$ cat src/rtl/freq_ctrl_pkg.sv
// freq_ctrl_pkg: shared states, regulator verdict codes and fault codes
// for the frequency lock controller.
package freq_ctrl_pkg;

    typedef enum logic [2:0] {
        ST_IDLE,
        ST_START,
        ST_ACQUIRE,
        ST_LOCKED,
        ST_FAULT
    } state_e;

    typedef enum logic [1:0] {
        FC_NONE,
        FC_TIMEOUT,
        FC_SAT,
        FC_ZERO
    } fault_e;

    localparam logic [1:0] VD_INC  = 2'b11;
    localparam logic [1:0] VD_DEC  = 2'b00;
    localparam logic [1:0] VD_HOLD = 2'b10;

    // Regulator wants to move the divider past its range limit
    function automatic logic div_saturated(input logic [1:0] verdict, input logic [7:0] div);
        return (div == 8'hFF && verdict == VD_INC) || (div == 8'h00 && verdict == VD_DEC);
    endfunction

endpackage

$ cat src/rtl/psi_fall_detect.sv
// psi_fall_detect: registers psi and flags its falling edge; the history is
// cleared while the regulator is in reset so both see the same previous value.
module psi_fall_detect (
    input  logic clk,
    input  logic rst,
    input  logic clr,
    input  logic psi,
    output logic fall
);

    logic psi_d_q, psi_d_d;

    always_comb psi_d_d = clr ? 1'b0 : psi;

    always_ff @(posedge clk or negedge rst)
        if (!rst) psi_d_q <= 1'b0;
        else      psi_d_q <= psi_d_d;

    assign fall = psi_d_q & ~psi;

endmodule

$ cat src/rtl/frequency_lock_controller.sv
// frequency_lock_controller: sequences a frequency_regulator through
// reset, acquisition and lock, and reports timeout / saturation faults.
module frequency_lock_controller
    import freq_ctrl_pkg::*;
#(
    parameter int unsigned LOCK_COUNT    = 4,
    parameter int unsigned LOSS_COUNT    = 2,
    parameter int unsigned TIMEOUT_EDGES = 200,
    parameter int unsigned RST_CYCLES    = 2
) (
    input  logic       clk,
    input  logic       rst,
    input  logic       start,
    input  logic       abort,
    input  logic [7:0] target_period,
    input  logic       psi,
    input  logic [1:0] inc_dec,
    input  logic [7:0] adjusted_div,
    output logic       reg_rst,
    output logic [7:0] set_period,
    output logic       busy,
    output logic       locked,
    output logic       fault,
    output logic [1:0] fault_code,
    output logic [7:0] lock_div
);

    localparam int MW = $clog2(LOCK_COUNT + 1);
    localparam int LW = $clog2(LOSS_COUNT + 1);
    localparam int RW = $clog2(RST_CYCLES + 1);
    localparam logic [MW-1:0] LOCK_N = MW'(LOCK_COUNT);
    localparam logic [LW-1:0] LOSS_N = LW'(LOSS_COUNT);
    localparam logic [RW-1:0] RST_N  = RW'(RST_CYCLES);
    localparam logic [7:0]    TO_N   = 8'(TIMEOUT_EDGES);

    state_e          state_q, state_d;
    fault_e          fault_code_q, fault_code_d;
    logic [7:0]      set_period_q, set_period_d;
    logic [7:0]      lock_div_q, lock_div_d;
    logic [MW-1:0]   match_q, match_d;
    logic [LW-1:0]   miss_q, miss_d;
    logic [7:0]      edge_q, edge_d;
    logic [RW-1:0]   rcnt_q, rcnt_d;
    logic            fall;
    logic            hold;

    psi_fall_detect u_fall (
        .clk  (clk),
        .rst  (rst),
        .clr  (reg_rst),
        .psi  (psi),
        .fall (fall)
    );

    assign hold = (inc_dec == VD_HOLD);

    always_comb begin
        state_d      = state_q;
        fault_code_d = fault_code_q;
        set_period_d = set_period_q;
        lock_div_d   = lock_div_q;
        match_d      = match_q;
        miss_d       = miss_q;
        edge_d       = edge_q;
        rcnt_d       = rcnt_q;
        if (abort) begin
            state_d      = ST_IDLE;
            fault_code_d = FC_NONE;
        end else begin
            case (state_q)
                ST_IDLE, ST_FAULT: if (start) begin
                    set_period_d = target_period;
                    match_d      = '0;
                    miss_d       = '0;
                    edge_d       = '0;
                    rcnt_d       = '0;
                    state_d      = (target_period == 8'd0) ? ST_FAULT : ST_START;
                    fault_code_d = (target_period == 8'd0) ? FC_ZERO : FC_NONE;
                end
                ST_START: begin
                    rcnt_d  = rcnt_q + 1'b1;
                    state_d = (rcnt_q == RST_N - 1'b1) ? ST_ACQUIRE : ST_START;
                end
                ST_ACQUIRE: if (fall) begin
                    if (div_saturated(inc_dec, adjusted_div)) begin
                        state_d      = ST_FAULT;
                        fault_code_d = FC_SAT;
                    end else begin
                        edge_d  = (edge_q == 8'hFF) ? edge_q : edge_q + 8'd1;
                        match_d = !hold ? '0 : (match_q == LOCK_N) ? match_q : match_q + 1'b1;
                        if (match_d == LOCK_N) begin
                            state_d    = ST_LOCKED;
                            lock_div_d = adjusted_div;
                            miss_d     = '0;
                        end else if (edge_d >= TO_N) begin
                            state_d      = ST_FAULT;
                            fault_code_d = FC_TIMEOUT;
                        end
                    end
                end
                ST_LOCKED: if (fall) begin
                    if (div_saturated(inc_dec, adjusted_div)) begin
                        state_d      = ST_FAULT;
                        fault_code_d = FC_SAT;
                    end else begin
                        miss_d = hold ? '0 : (miss_q == LOSS_N) ? miss_q : miss_q + 1'b1;
                        if (miss_d == LOSS_N) begin
                            state_d = ST_ACQUIRE;
                            match_d = '0;
                            edge_d  = '0;
                            miss_d  = '0;
                        end
                    end
                end
                default: state_d = ST_IDLE;
            endcase
        end
    end

    always_ff @(posedge clk or negedge rst) begin
        if (!rst) begin
            state_q      <= ST_IDLE;
            fault_code_q <= FC_NONE;
            set_period_q <= '0;
            lock_div_q   <= '0;
            match_q      <= '0;
            miss_q       <= '0;
            edge_q       <= '0;
            rcnt_q       <= '0;
        end else begin
            state_q      <= state_d;
            fault_code_q <= fault_code_d;
            set_period_q <= set_period_d;
            lock_div_q   <= lock_div_d;
            match_q      <= match_d;
            miss_q       <= miss_d;
            edge_q       <= edge_d;
            rcnt_q       <= rcnt_d;
        end
    end

    // Regulator runs only while acquiring or locked
    assign reg_rst    = !(state_q inside {ST_ACQUIRE, ST_LOCKED});
    assign busy       = state_q inside {ST_START, ST_ACQUIRE, ST_LOCKED};
    assign locked     = (state_q == ST_LOCKED);
    assign fault      = (state_q == ST_FAULT);
    assign fault_code = fault_code_q;
    assign set_period = set_period_q;
    assign lock_div   = lock_div_q;

endmodule

$ cat config.mk
export PLATFORM = sky130hd
export DESIGN_NAME = frequency_lock_controller
export DESIGN_NICKNAME = d
export VERILOG_FILES = /design/src/rtl/freq_ctrl_pkg.sv /design/src/rtl/psi_fall_detect.sv /design/src/rtl/frequency_lock_controller.sv
export SDC_FILE = /design/constraint.sdc
export NUM_CORES = 1
export LEC_CHECK = 0
export ABC_AREA = 1
export BUFFER_PORTS_ARGS = -buffer_cell sky130_fd_sc_hd__buf_2
export CAP_MARGIN = 20
export CELL_PAD_IN_SITES_DETAIL_PLACEMENT = 1
export CELL_PAD_IN_SITES_GLOBAL_PLACEMENT = 2
export CORE_MARGIN = 1
export CORE_UTILIZATION = 33
export DETAILED_ROUTE_END_ITERATION = 10
export PLACE_DENSITY = 0.85
export SLEW_MARGIN = 20
export SYNTH_ARGS = -nofsm -noshare
export SYNTH_HDL_FRONTEND = slang
export SYNTH_SLANG_ARGS = --single-unit
$ cat constraint.sdc
create_clock -name clk -period 5 [get_ports clk]
set_input_delay 0.5 -clock clk [delete_from_list [all_inputs] [get_ports clk]]
set_output_delay 0.5 -clock clk [all_outputs]
set_load 0.1 [all_outputs]
* Word-level counts from Yosys, hierarchy flattened *
Cells that the tools add are included.

storage, ports and cells
  register bits = 37
  logic and storage cells = 118

cells by class
  add/subtract/negate cells = 4
  order comparisons = 1
  equal/unequal tests = 28
  bitwise gates (word level) = 4
  multiplexer cells = 51
  reductions and logical operators = 21

operators by type and width
  cell                 number
  $mux 8               7
  $mux 3               18
  $mux 2               19
  $pmux 8 s3           1
  $eq 8x8->1 const B   2
  $logic_not 8->1      2
  $reduce_and 8->1     2
  $pmux 2 s3           2
  $pmux 3 s4           1
  $ne 2x2->1 const B   5
  $reduce_and 5->1     2
  $eq 3x3->1 const B   3
  $pmux 3 s3           1
  $add 8x1->8 const B  1
  $eq 2x2->1 const B   4
  $ge 8x8->1 const B   1
  $ne 4x4->1 const B   2
  $reduce_and 7->1     1
  $eq 3x2->1 const B   2
  $ne 3x2->1 const B   2
  $ne 3x3->1 const B   2
  $reduce_and 3->1     2
  $reduce_bool 3->1    2
  $ne 5x5->1 const B   1
  other kinds (18)     24

* Depth between registers and ports, before layout *
Gate-level depths: netlist (run 1).

  depth in word-level cells = 9
  mapped depth = 12
  mapped depth without buffers = 12

* Cells and area by module *
Synthesis (run 1) repeated with hierarchy kept, for this count alone.

second synthesis, totals
  cells, all modules = 306
  area, all modules = 2208.4 µm²

by module, submodules not included
  module                     instances  cells an instance  sequential area each (µm²)  area each (µm²)
  frequency_lock_controller  1          301                900.9                       2165.8
  psi_fall_detect            1          5                  25.0                        42.5

* Worst setup path after synthesis (run 1) *
Ideal clock, no wire load.

  path kind = register to output
  start = reg state_q[0]
  end = out fault
  slack = 2.578 ns
  data arrival time = 1.922 ns
  stages on the path, launching flop included = 4
  cells stage by stage = dfrtp_1 nor2_2 inv_2 nor2_1

on the way
  cells in the longest elaborated chain, start to end = 1

RTL lines
  what                    line                              text
  from (decl)             frequency_lock_controller.sv:36   state_e state_q, state_d;
  from (signal assigned)  frequency_lock_controller.sv:131  state_q <= state_d;
  $eq 3x3->1              frequency_lock_controller.sv:146  assign fault = (state_q == ST_FAULT);
  to (decl)               frequency_lock_controller.sv:23   output logic fault,

Every way passes these cells.

* Worst setup path in the final report (run 1) *
  start = reg state_q[2]
  end = reg edge_q[4]

on the way
  cells in the longest elaborated chain, start to end = 4
  elaborated cells between the ends (all ways) = 14
  those cells by class = eq/ne (9); mux (1); reduce/logical (4)

RTL lines
  what                                                       line                              text
  $eq 3x3->1 or $logic_not 3->1 (tied branches)              frequency_lock_controller.sv:70   case (state_q)
  $reduce_or 2->1                                            frequency_lock_controller.sv:70
  $ne 2x2->1 (no line) or $reduce_bool 3->1 (tied branches)  --
  $reduce_and 8->1 (no line)                                 --
  to (signal assigned)                                       frequency_lock_controller.sv:137  edge_q <= edge_d;
  to (decl)                                                  frequency_lock_controller.sv:42   logic [7:0] edge_q, edge_d;

Several ways; a longest one is shown, not always the timed one.
A chain may end at the register's enable or synchronous reset.

==> impl_metrics.tcl, run 1 <==
set metrics [dict create \
    ys_ff_latch 37 \
    min_period_over_period 0.444 \
    regToRegStartpoint "state_q[2]" \
    synthCells 311 \
    synth-edff-count 0 \
    core_sq_mm 0.00642 \
    setup_tns_ns 0 \
    path_class "flop to flop" \
    place_area_sq_mm 0.00251 \
    fin_worst_skew_ns 0.00573 \
    die_x_um 84.2 \
    powerDensity_mw_per_mm2 522 \
    dpl.cell_count 427 \
    cts_setup_buffers 0 \
    p_leak_nw 1.39 \
    gp_congestion 0.737 \
    drive_gt1_frac 0.223 \
    slew_violations 0 \
    cts_buffers 5 \
    hold_path_class "input port to asynchronous set/reset pin" \
    n_antenna_cell 0 \
    via_per_inst 4.68 \
    drtIter0Drc 37 \
    setup_viol 0 \
    synth_warnings 0 \
    postCtsResizedCells 0 \
    wl_per_cell_um 12.5 \
    critPathLaunchType "flop" \
    status "complete, but fails checks" \
    grt_pass1_wl_um 9640 \
    clock.fmax_mhz 450 \
    cts.clk_slew.worst_paths_ns 0.08 \
    dr.pass1.iters 7 \
    final_cell_count_no_fill 435 \
    dieArea_sq_mm 0.00709 \
    grt_setup_unrepaired "false" \
    gr-total-overflow 0 \
    io_buffers 44 \
    violations "DRC" \
    hpwl_um 4230 \
    final_hold_viol_count 0 \
    holdBufCountCts 0 \
    fin_area_sq_mm 0.00262 \
    fin_crit_ns 2.22 \
    htree_levels 2 \
    critPathLaunch "state_q[2]" \
    cp_max_fo 22 \
    ff2ff_path_depth 8 \
    grt_pass1_vias 2133 \
    antenna_left 0 \
    synth.avg_cell_area_sq_um 7.17 \
    syn_nets 339 \
    r2r_end "edge_q[4]" \
    final_common_cell "nand2_1" \
    fp.dieH_um 84.2 \
    floorplan.initialDensity 0.347 \
    rows 29 \
    arrival_ns 2.36 \
    synthArstFlopShare 1.00 \
    cts_tree "done" \
    final_cell_mix "nand2_1, nor2_1, buf_2, inv_1, dfrtp_1" \
    critPathCaptureType "flop" \
    grt_use_total 0.170 \
    ir_worst_vdd_v 0.000380 \
    clkSinkCount 37 \
    grt_max_degree 38 \
    seq_area_frac_synth 0.415 \
    root_buffer "clkbuf_8" \
    drc 4 \
    finalCoreUtilization 0.407 \
    worst_slew_margin_rel 0.419 \
    tightest_slew_ns 0.872 \
    multi_input_area_sq_mm 0.00109 \
    regArea_sq_um 926 \
    antenna_found_initial 0 \
    area_growth_pct 17.3 \
    crit_required_ns 5.14 \
    ys.flop_type "dfrtp_1" \
    max-cap-violations 0 \
    clk_path_buf_depth 2 \
    nFillCells 850 \
    endpoint "edge_q[4]" \
    insertion_delay_ns 0.29 \
    wl_um 5450 \
    ios 45 \
    nets 385 \
    syn_area_sq_mm 0.00223 \
    ys_types 28 \
    vias 2036 \
    r2r_slack_ns 2.78 \
]
## registers in the layout (all words and copies together), names as in the netlist
name	flops
edge_q	8
fault_code	2
lock_div	8
match_q	3
miss_q	2
rcnt_q	2
set_period	8
state_q	3
u_fall.psi_d_q	1
## cells by family after synthesis
group	count (synthesis)	share of synthesized area
fa+ha+maj	5	0.0281
flops	37	0.415
simple gates	171	0.339
buf+inv	53	0.0948
mux	1	0.00449
compound gates	42	0.111
xor+xnor	2	0.00786
## where the power goes
part | internal, mW | switching [mW]
registers | 0.379 | 0.0634
logic | 0.148 | 0.541
clock network | 0.125 | 0.109
## per-stage QoR
step	hold slack (ns)	power, mW	worst slack [ns]
3_3_place_gp	0.463	1.13	2.80
3_5_place_dp	0.470	1.14	2.74
4_1_cts	0.350	1.38	2.78
5_1_grt	0.386	1.47	2.50
6_report	0.320	1.36	2.78
2_1_floorplan	0.204	1.00	2.58
## cells in the mapped netlist, types with 2 or more instances
cell     count  area (sq um)
o21ai_2      8          70.1
nor2_1      44           165
a21oi_1     13          65.1
o21ai_1     15          75.1
nand2_2      2          12.5
nand4_1      3          18.8
nand3_1     24           120
ha_1         5          62.6
inv_2        8          30.0
o21ai_0      3          15.0
nand2_1     86           323
buf_2        4          20.0
dfrtp_1     37           926
inv_1       40           150
nor2_2       6          37.5
## worst min path at each step
stage,startpoint,endpoint,depth (start not counted)
finish,rst,fault_code[1],1
global route,rst,fault_code[1],1
CTS,rst,fault_code[1],1
detailed placement,lock_div[2],lock_div[2],2
global placement,lock_div[2],lock_div[2],2
floorplan,rst,edge_q[0],0
## routing by layer
metal | GRT usage | routed length [um] | vias to the layer above
met3 | 0.0442 | 258 | 6
met5 | 0 | 0 | -
met2 | 0.284 | 2490 | 38
li1 | - | - | 1061
met4 | 0.0533 | 71 | 0
met1 | 0.217 | 2630 | 931
## area by class of cell
| class | count | share of cell area |
|---|---|---|
| Multi-Input combinational cell | 221 | 0.418 |
| Inverter | 48 | 0.0689 |
| Sequential cell | 37 | 0.354 |
| Clock buffer | 7 | 0.0368 |
| Tap cell | 77 | 0.0368 |
| Clock inverter | 1 | 0.00191 |
| Timing Repair Buffer | 44 | 0.0842 |
## critical path, stage by stage (launching register included)
cell     delay, ns
dfrtp_1       0.46
nor2_2        0.24
inv_2         0.07
nand2_1       0.11
nand3_1       0.12
nor2_1        0.12
nand3_1       0.54
a21oi_1       0.34
a21oi_1       0.07
No activity file was read; power rests on OpenSTA's default activity.
==> run 2: changes to the inputs <==
--- a/config.mk
+++ b/config.mk
@@ -11,9 +11,9 @@
 export CELL_PAD_IN_SITES_DETAIL_PLACEMENT = 1
 export CELL_PAD_IN_SITES_GLOBAL_PLACEMENT = 2
 export CORE_MARGIN = 1
-export CORE_UTILIZATION = 33
+export CORE_UTILIZATION = 30
 export DETAILED_ROUTE_END_ITERATION = 10
-export PLACE_DENSITY = 0.85
+export PLACE_DENSITY = 0.79
 export SLEW_MARGIN = 20
 export SYNTH_ARGS = -nofsm -noshare
 export SYNTH_HDL_FRONTEND = slang
==> constraint.sdc (replaced) <==
create_clock -name clk -period 2.1 [get_ports clk]
set_input_delay 0.21 -clock clk [delete_from_list [all_inputs] [get_ports clk]]
set_output_delay 0.21 -clock clk [all_outputs]
set_load 0.1 [all_outputs]
==> run 2 against run 1 <==
Compared with the run above:
- the run now ends clean
- final cell count is 6.4% higher
- via count is 3.4% higher
- sequential power is 140% higher
- worst setup slack worse by 2.6 ns
- wire length is 2.8% higher
- die area is 9.8% higher
==> impl_metrics.tcl, run 2 (synthesis gave the netlist of run 1 again) <==
set metrics [dict create \
    vias 2106 \
    core_sq_mm 0.00721 \
    grt_pass1_vias 2064 \
    whs_path_depth 3 \
    min_period_over_period 0.907 \
    dr.pass1.iters 4 \
    die_x_um 88.2 \
    powerDensity_mw_per_mm2 1270 \
    final_cell_count_no_fill 463 \
    drc 0 \
    area_growth_pct 22.4 \
    floorplan.initialDensity 0.309 \
    via_per_inst 4.55 \
    p_leak_nw 1.43 \
    critPathLaunchType "flop" \
    crit_required_ns 1.89 \
    cts_setup_buffers 0 \
    htree_levels 2 \
    slew_violations 0 \
    setup_tns_ns 0 \
    final_common_cell "nand2_1" \
    grt_setup_unrepaired "false" \
    gr-total-overflow 0 \
    hold_end "u_fall.psi_d_q" \
    drive_gt1_frac 0.242 \
    antenna_found_initial 0 \
    drtIter0Drc 63 \
    fp.dieH_um 88.2 \
    r2r_end "lock_div[3]" \
    final_hold_viol_count 0 \
    max-cap-violations 0 \
    tightest_slew_ns 0.492 \
    nets 391 \
    status "completed" \
    n_antenna_cell 0 \
    cp_max_fo 5 \
    wl_per_cell_um 12.1 \
    insertion_delay_ns 0.29 \
    regToRegStartpoint "match_q[0]" \
    hpwl_um 4390 \
    grt_pass1_wl_um 9630 \
    cts.clk_slew.worst_paths_ns 0.08 \
    clkSinkCount 37 \
    wl_um 5610 \
    io_buffers 44 \
    fin_worst_skew_ns 0.00566 \
    min_from "psi" \
    grt_max_degree 23 \
    dpl.cell_count 454 \
    dieArea_sq_mm 0.00778 \
    nFillCells 953 \
    totalPowerFinal_mw 3.46 \
    grt_use_total 0.159 \
    regArea_sq_um 927 \
    final_cell_mix "nand2_1, buf_2, nor2_1, inv_1, dfrtp_1" \
    clk_path_buf_depth 2 \
    ff2ff_path_depth 10 \
    root_buffer "clkbuf_8" \
    cts_tree "done" \
    r2r_slack_ns 0.31 \
    multi_input_area_sq_mm 0.00110 \
    ios 45 \
    fin_crit_ns 1.91 \
    ir_worst_vdd_v 0.000978 \
    rows 31 \
    arrival_ns 1.70 \
    cts_buffers 5 \
    critPathCaptureType "output pin" \
    hold_path_class "input port to flop" \
    setup_viol 0 \
    clock.fmax_mhz 525 \
    antenna_left 0 \
    path_class "flop to output pin" \
    gp_congestion 0.759 \
    worst_slew_margin_rel 0.672 \
]
[run 2: cell count changes in the layout (fill, tap and decap cells not counted), sizes merged]
cell	delta
clkbuf	-2
buf	+5
bufinv	+2
dlygate4sd3	+1
[run 2: power by group]
part | switching [mW] | leakage (nW) | total (mW) | internal [mW]
Clock | 0.270 | 0.0681 | 0.742 | 0.472
Combinational | 1.29 | 0.881 | 1.66 | 0.373
Sequential | 0.150 | 0.483 | 1.05 | 0.904
Total | 1.71 | 1.43 | 3.46 | 1.75
[run 2: timing repair]
item	4_1_cts	5_1_grt
endpoints found under the setup margin	0	4
resized for setup	0	2
hold buffers	1	0
hold endpoints to repair	18	0
[run 2: layout make-up]
cell class,instances,share of cell area
sequential,37,0.340
multi-input combinational,221,0.402
tap,99,0.0454
clock buffer,5,0.0252
clock inverter,3,0.0238
inverter,48,0.0660
timing repair buffer,50,0.0981
[run 2: per-stage QoR]
| step | hold slack, ns | cell area, sq um | setup slack (ns) | util |
|---|---|---|---|---|
| after floorplan | -0.0856 | 2230 | 0.0522 | - |
| after global placement | 0.206 | 2580 | 0.302 | 0.358 |
| after detailed placement | 0.211 | 2580 | 0.239 | 0.358 |
| after CTS | 0.142 | 2730 | 0.139 | 0.378 |
| after global routing | 0.162 | 2730 | 0.0434 | 0.378 |
| final | 0.152 | 2730 | 0.195 | 0.378 |
[run 2: metal layers]
metal,GRT usage,up-vias,wire [um],part of all wire
li1,-,1078,-,-
met1,0.221,989,2770,0.49
met2,0.250,34,2570,0.46
met3,0.0401,5,227,0.040
met4,0.0308,0,47,0.0084
met5,0,-,0,0
[run 2: worst max path at each step]
stage / from / end / slack, ns / depth (start not counted)
6_report: state_q[2] / locked / 0.19 / 4
5_1_grt: edge_q[1] / fault_code[1] / 0.04 / 12
4_1_cts: state_q[2] / locked / 0.14 / 4
3_5_place_dp: edge_q[0] / state_q[1] / 0.24 / 12
3_3_place_gp: edge_q[0] / state_q[2] / 0.30 / 11
2_1_floorplan: state_q[2] / edge_q[1] / 0.05 / 8
[run 2: worst max-delay path, cell delays in order (launching register included)]
cell     delay [ns]
dfrtp_1        0.47
inv_2          0.11
nand3_1        0.17
inv_1          0.19
buf_2          0.45
==> run 3: changes to the inputs <==
--- a/config.mk
+++ b/config.mk
@@ -5,15 +5,15 @@
 export SDC_FILE = /design/constraint.sdc
 export NUM_CORES = 1
 export LEC_CHECK = 0
-export ABC_AREA = 1
 export BUFFER_PORTS_ARGS = -buffer_cell sky130_fd_sc_hd__buf_2
 export CAP_MARGIN = 20
 export CELL_PAD_IN_SITES_DETAIL_PLACEMENT = 1
 export CELL_PAD_IN_SITES_GLOBAL_PLACEMENT = 2
+export CORE_ASPECT_RATIO = 0.8
 export CORE_MARGIN = 1
-export CORE_UTILIZATION = 30
+export CORE_UTILIZATION = 34
 export DETAILED_ROUTE_END_ITERATION = 10
-export PLACE_DENSITY = 0.79
+export PLACE_DENSITY = 0.8
 export SLEW_MARGIN = 20
 export SYNTH_ARGS = -nofsm -noshare
 export SYNTH_HDL_FRONTEND = slang
==> run 3 against run 2 <==
Compared with the run above:
- clock power shrank 27%
- critical path type is now flop to flop
- the run now ends with setup timing left
- largest cell class unchanged
- cell area increased by 5.9%
- largest power group unchanged
- combinational power is 9.6% higher
- count of clock-buffer cells in the layout grew 1
- power is 3.7% lower
==> impl_metrics.tcl, run 3 <==
set metrics [dict create \
    cts_buffers 5 \
    dr.pass1.iters 4 \
    syn_nets 243 \
    ys_types 61 \
    io_buffers 44 \
    n_antenna_cell 0 \
    floorplan.initialDensity 0.357 \
    yosys-top-cells-count "dfrtp_1, nand2_1, nor2_1" \
    fp.dieH_um 73.0 \
    fin_crit_ns 2.18 \
    internal_power_mw 1.64 \
    synth_warnings 0 \
    slew_violations 0 \
    crit_required_ns 2.28 \
    final_common_cell "buf_2" \
    clkSinkCount 37 \
    p_leak_nw 1.39 \
    antenna_found_initial 0 \
    root_buffer "clkbuf_8" \
    vias 1980 \
    final_hold_viol_count 0 \
    setup_slack_ns -0.0825 \
    ios 45 \
    violations "setup timing" \
    yosysTopAreaCell "dfrtp_1" \
    clock.fmax_mhz 458 \
    ys.flop_type "dfrtp_1" \
    comb_power_share 0.547 \
    clkPwrFrac 0.162 \
    cts_tree "done" \
    ir_worst_vdd_v 0.00101 \
    worst_slew_margin_rel 0.672 \
    die_x_um 90.8 \
    insertion_delay_ns 0.29 \
    tightest_slew_ns 0.496 \
    gr-total-overflow 0 \
    grt_setup_unrepaired "true" \
    wl_um 6430 \
    ys_ff_latch 37 \
    finalCoreUtilization 0.481 \
    core_sq_mm 0.00601 \
    hold_path_class "input port to flop" \
    p_seq_frac 0.292 \
    dieArea_sq_mm 0.00663 \
    gp_congestion 0.818 \
    synth.most_common_cell "dfrtp_1" \
    area_growth_pct 34.9 \
    grt_max_degree 18 \
    arrival_ns 2.36 \
    drc 0 \
    final_cell_count_no_fill 374 \
    switching_share 0.507 \
    status "complete, but fails checks" \
    synth.avg_cell_area_sq_um 9.97 \
    cts.clk_slew.worst_paths_ns 0.08 \
    powerDensity_mw_per_mm2 1150 \
    nFillCells 707 \
    nets 320 \
    antenna_left 0 \
    grt_use_total 0.203 \
    critPathLaunchType "flop" \
    drtIter0Drc 157 \
    drive_gt1_frac 0.416 \
    final_cell_mix "buf_2, dfrtp_1, buf_4, nand2_1, nor2_1" \
    critPathCaptureType "flop" \
    rows 25 \
    setup_viol 13 \
    htree_levels 2 \
    synthArstFlopShare 1.00 \
    syn_area_sq_mm 0.00214 \
    hpwl_um 4830 \
    synth-edff-count 0 \
    p_switching_mw 1.69 \
    clk_path_buf_depth 2 \
    seq_area_frac_synth 0.432 \
    path_class "flop to flop" \
    yosysTopAreaCellShare 0.432 \
    yosys-top-cells-area "dfrtp_1, mux2_1, mux2_2" \
    wl_per_cell_um 17.2 \
    grt_pass1_vias 2062 \
    via_per_inst 5.29 \
    max-cap-violations 0 \
    cp_max_fo 3 \
    synthCells 215 \
    fin_worst_skew_ns 0.00709 \
    setup_tns_ns -0.314 \
    grt_pass1_wl_um 10500 \
    dpl.cell_count 362 \
    min_period_over_period 1.04 \
]
## run 3: changes by cell type in the layout (fill, tap and decap cells not counted), moves of 8 or more
| cell | delta |
|---|---|
| buf_4 | +24 |
| inv_1 | -33 |
| mux2_2 | +8 |
| mux2_4 | +9 |
| nand2_1 | -67 |
| nand3_1 | -17 |
| nor2_1 | -28 |
| o21ai_1 | -12 |
| o21ai_2 | -8 |
## run 3: final timing paths
check | start | endpoint | slack, ns | cells after the start
min in group asynchronous | rst | lock_div[2] | 0.29 | 2
max in group asynchronous | rst | set_period[3] | 1.32 | 3
worst min register to register | set_period[7] | set_period[7] | 0.50 | 1
worst max register to register | match_q[0] | miss_q[0] | -0.08 | 7
worst min-delay path | target_period[4] | set_period[4] | 0.17 | 2
worst max-delay path | match_q[0] | miss_q[0] | -0.08 | 7
## run 3: per-layer routing
metal,global-route usage,wire (um)
met2,0.298,2730
met4,0.0370,0
met3,0.0448,322
met5,0,0
met1,0.308,3380
## run 3: timing repair
item / in CTS / in global routing
hold buffers: 1 / 0
resized for setup: 9 / 12
endpoints found under the setup margin: 15 / 16
pin swaps: 2 / 5
buffers inserted: 0 / 3
endpoints found under the hold margin: 5 / 0
## run 3: layout make-up
type	instances	area, sq um	area share
tap	81	101	0.0351
inverter	10	40.0	0.0139
clock buffer	6	82.6	0.0286
multi-input combinational	163	1260	0.438
sequential	37	926	0.320
timing repair buffer	75	462	0.160
clock inverter	2	13.8	0.00476
## run 3: critical path, cell delays in order (launching register included)
cell and delay, ns:
dfrtp_1 0.42, inv_2 0.10, ha_4 0.21, or3b_4 0.38, a311oi_4 0.36, mux2_4 0.25
o21ai_4 0.06, mux2_4 0.29
## run 3: cells by family (layout without fill, tap and decap cells)
family	after synthesis	in the layout	synth area share
fa+ha+maj	5	5	0.0292
flops	37	37	0.432
simple gates	85	85	0.222
buf+inv	15	93	0.0263
mux	20	20	0.106
xor+xnor	2	2	0.00817
compound gates	51	51	0.177
## run 3: power groups by stage
| stage | logic [mW] | clock network [mW] | registers [mW] |
|---|---|---|---|
| 3_3_place_gp | 1.74 | 0 | 0.977 |
| 4_1_cts | 1.80 | 0.563 | 0.971 |
| 6_report | 1.82 | 0.538 | 0.971 |
| 2_1_floorplan | 0.739 | 0 | 1.58 |
| 5_1_grt | 1.93 | 0.580 | 0.993 |
| 3_5_place_dp | 1.77 | 0 | 0.981 |
## run 3: through the flow
| step | cell area (sq um) | total power [mW] | setup WS (ns) | hold WS (ns) |
|---|---|---|---|---|
| detailed placement | 2670 | 2.75 | -0.0634 | 0.0683 |
| global route | 2890 | 3.50 | -0.137 | 0.158 |
| floorplan | 2170 | 2.31 | -0.103 | -0.0856 |
| finish | 2890 | 3.33 | -0.0825 | 0.167 |
| CTS | 2830 | 3.33 | -0.0372 | 0.152 |
| global placement | 2670 | 2.72 | -0.00160 | 0.0659 |
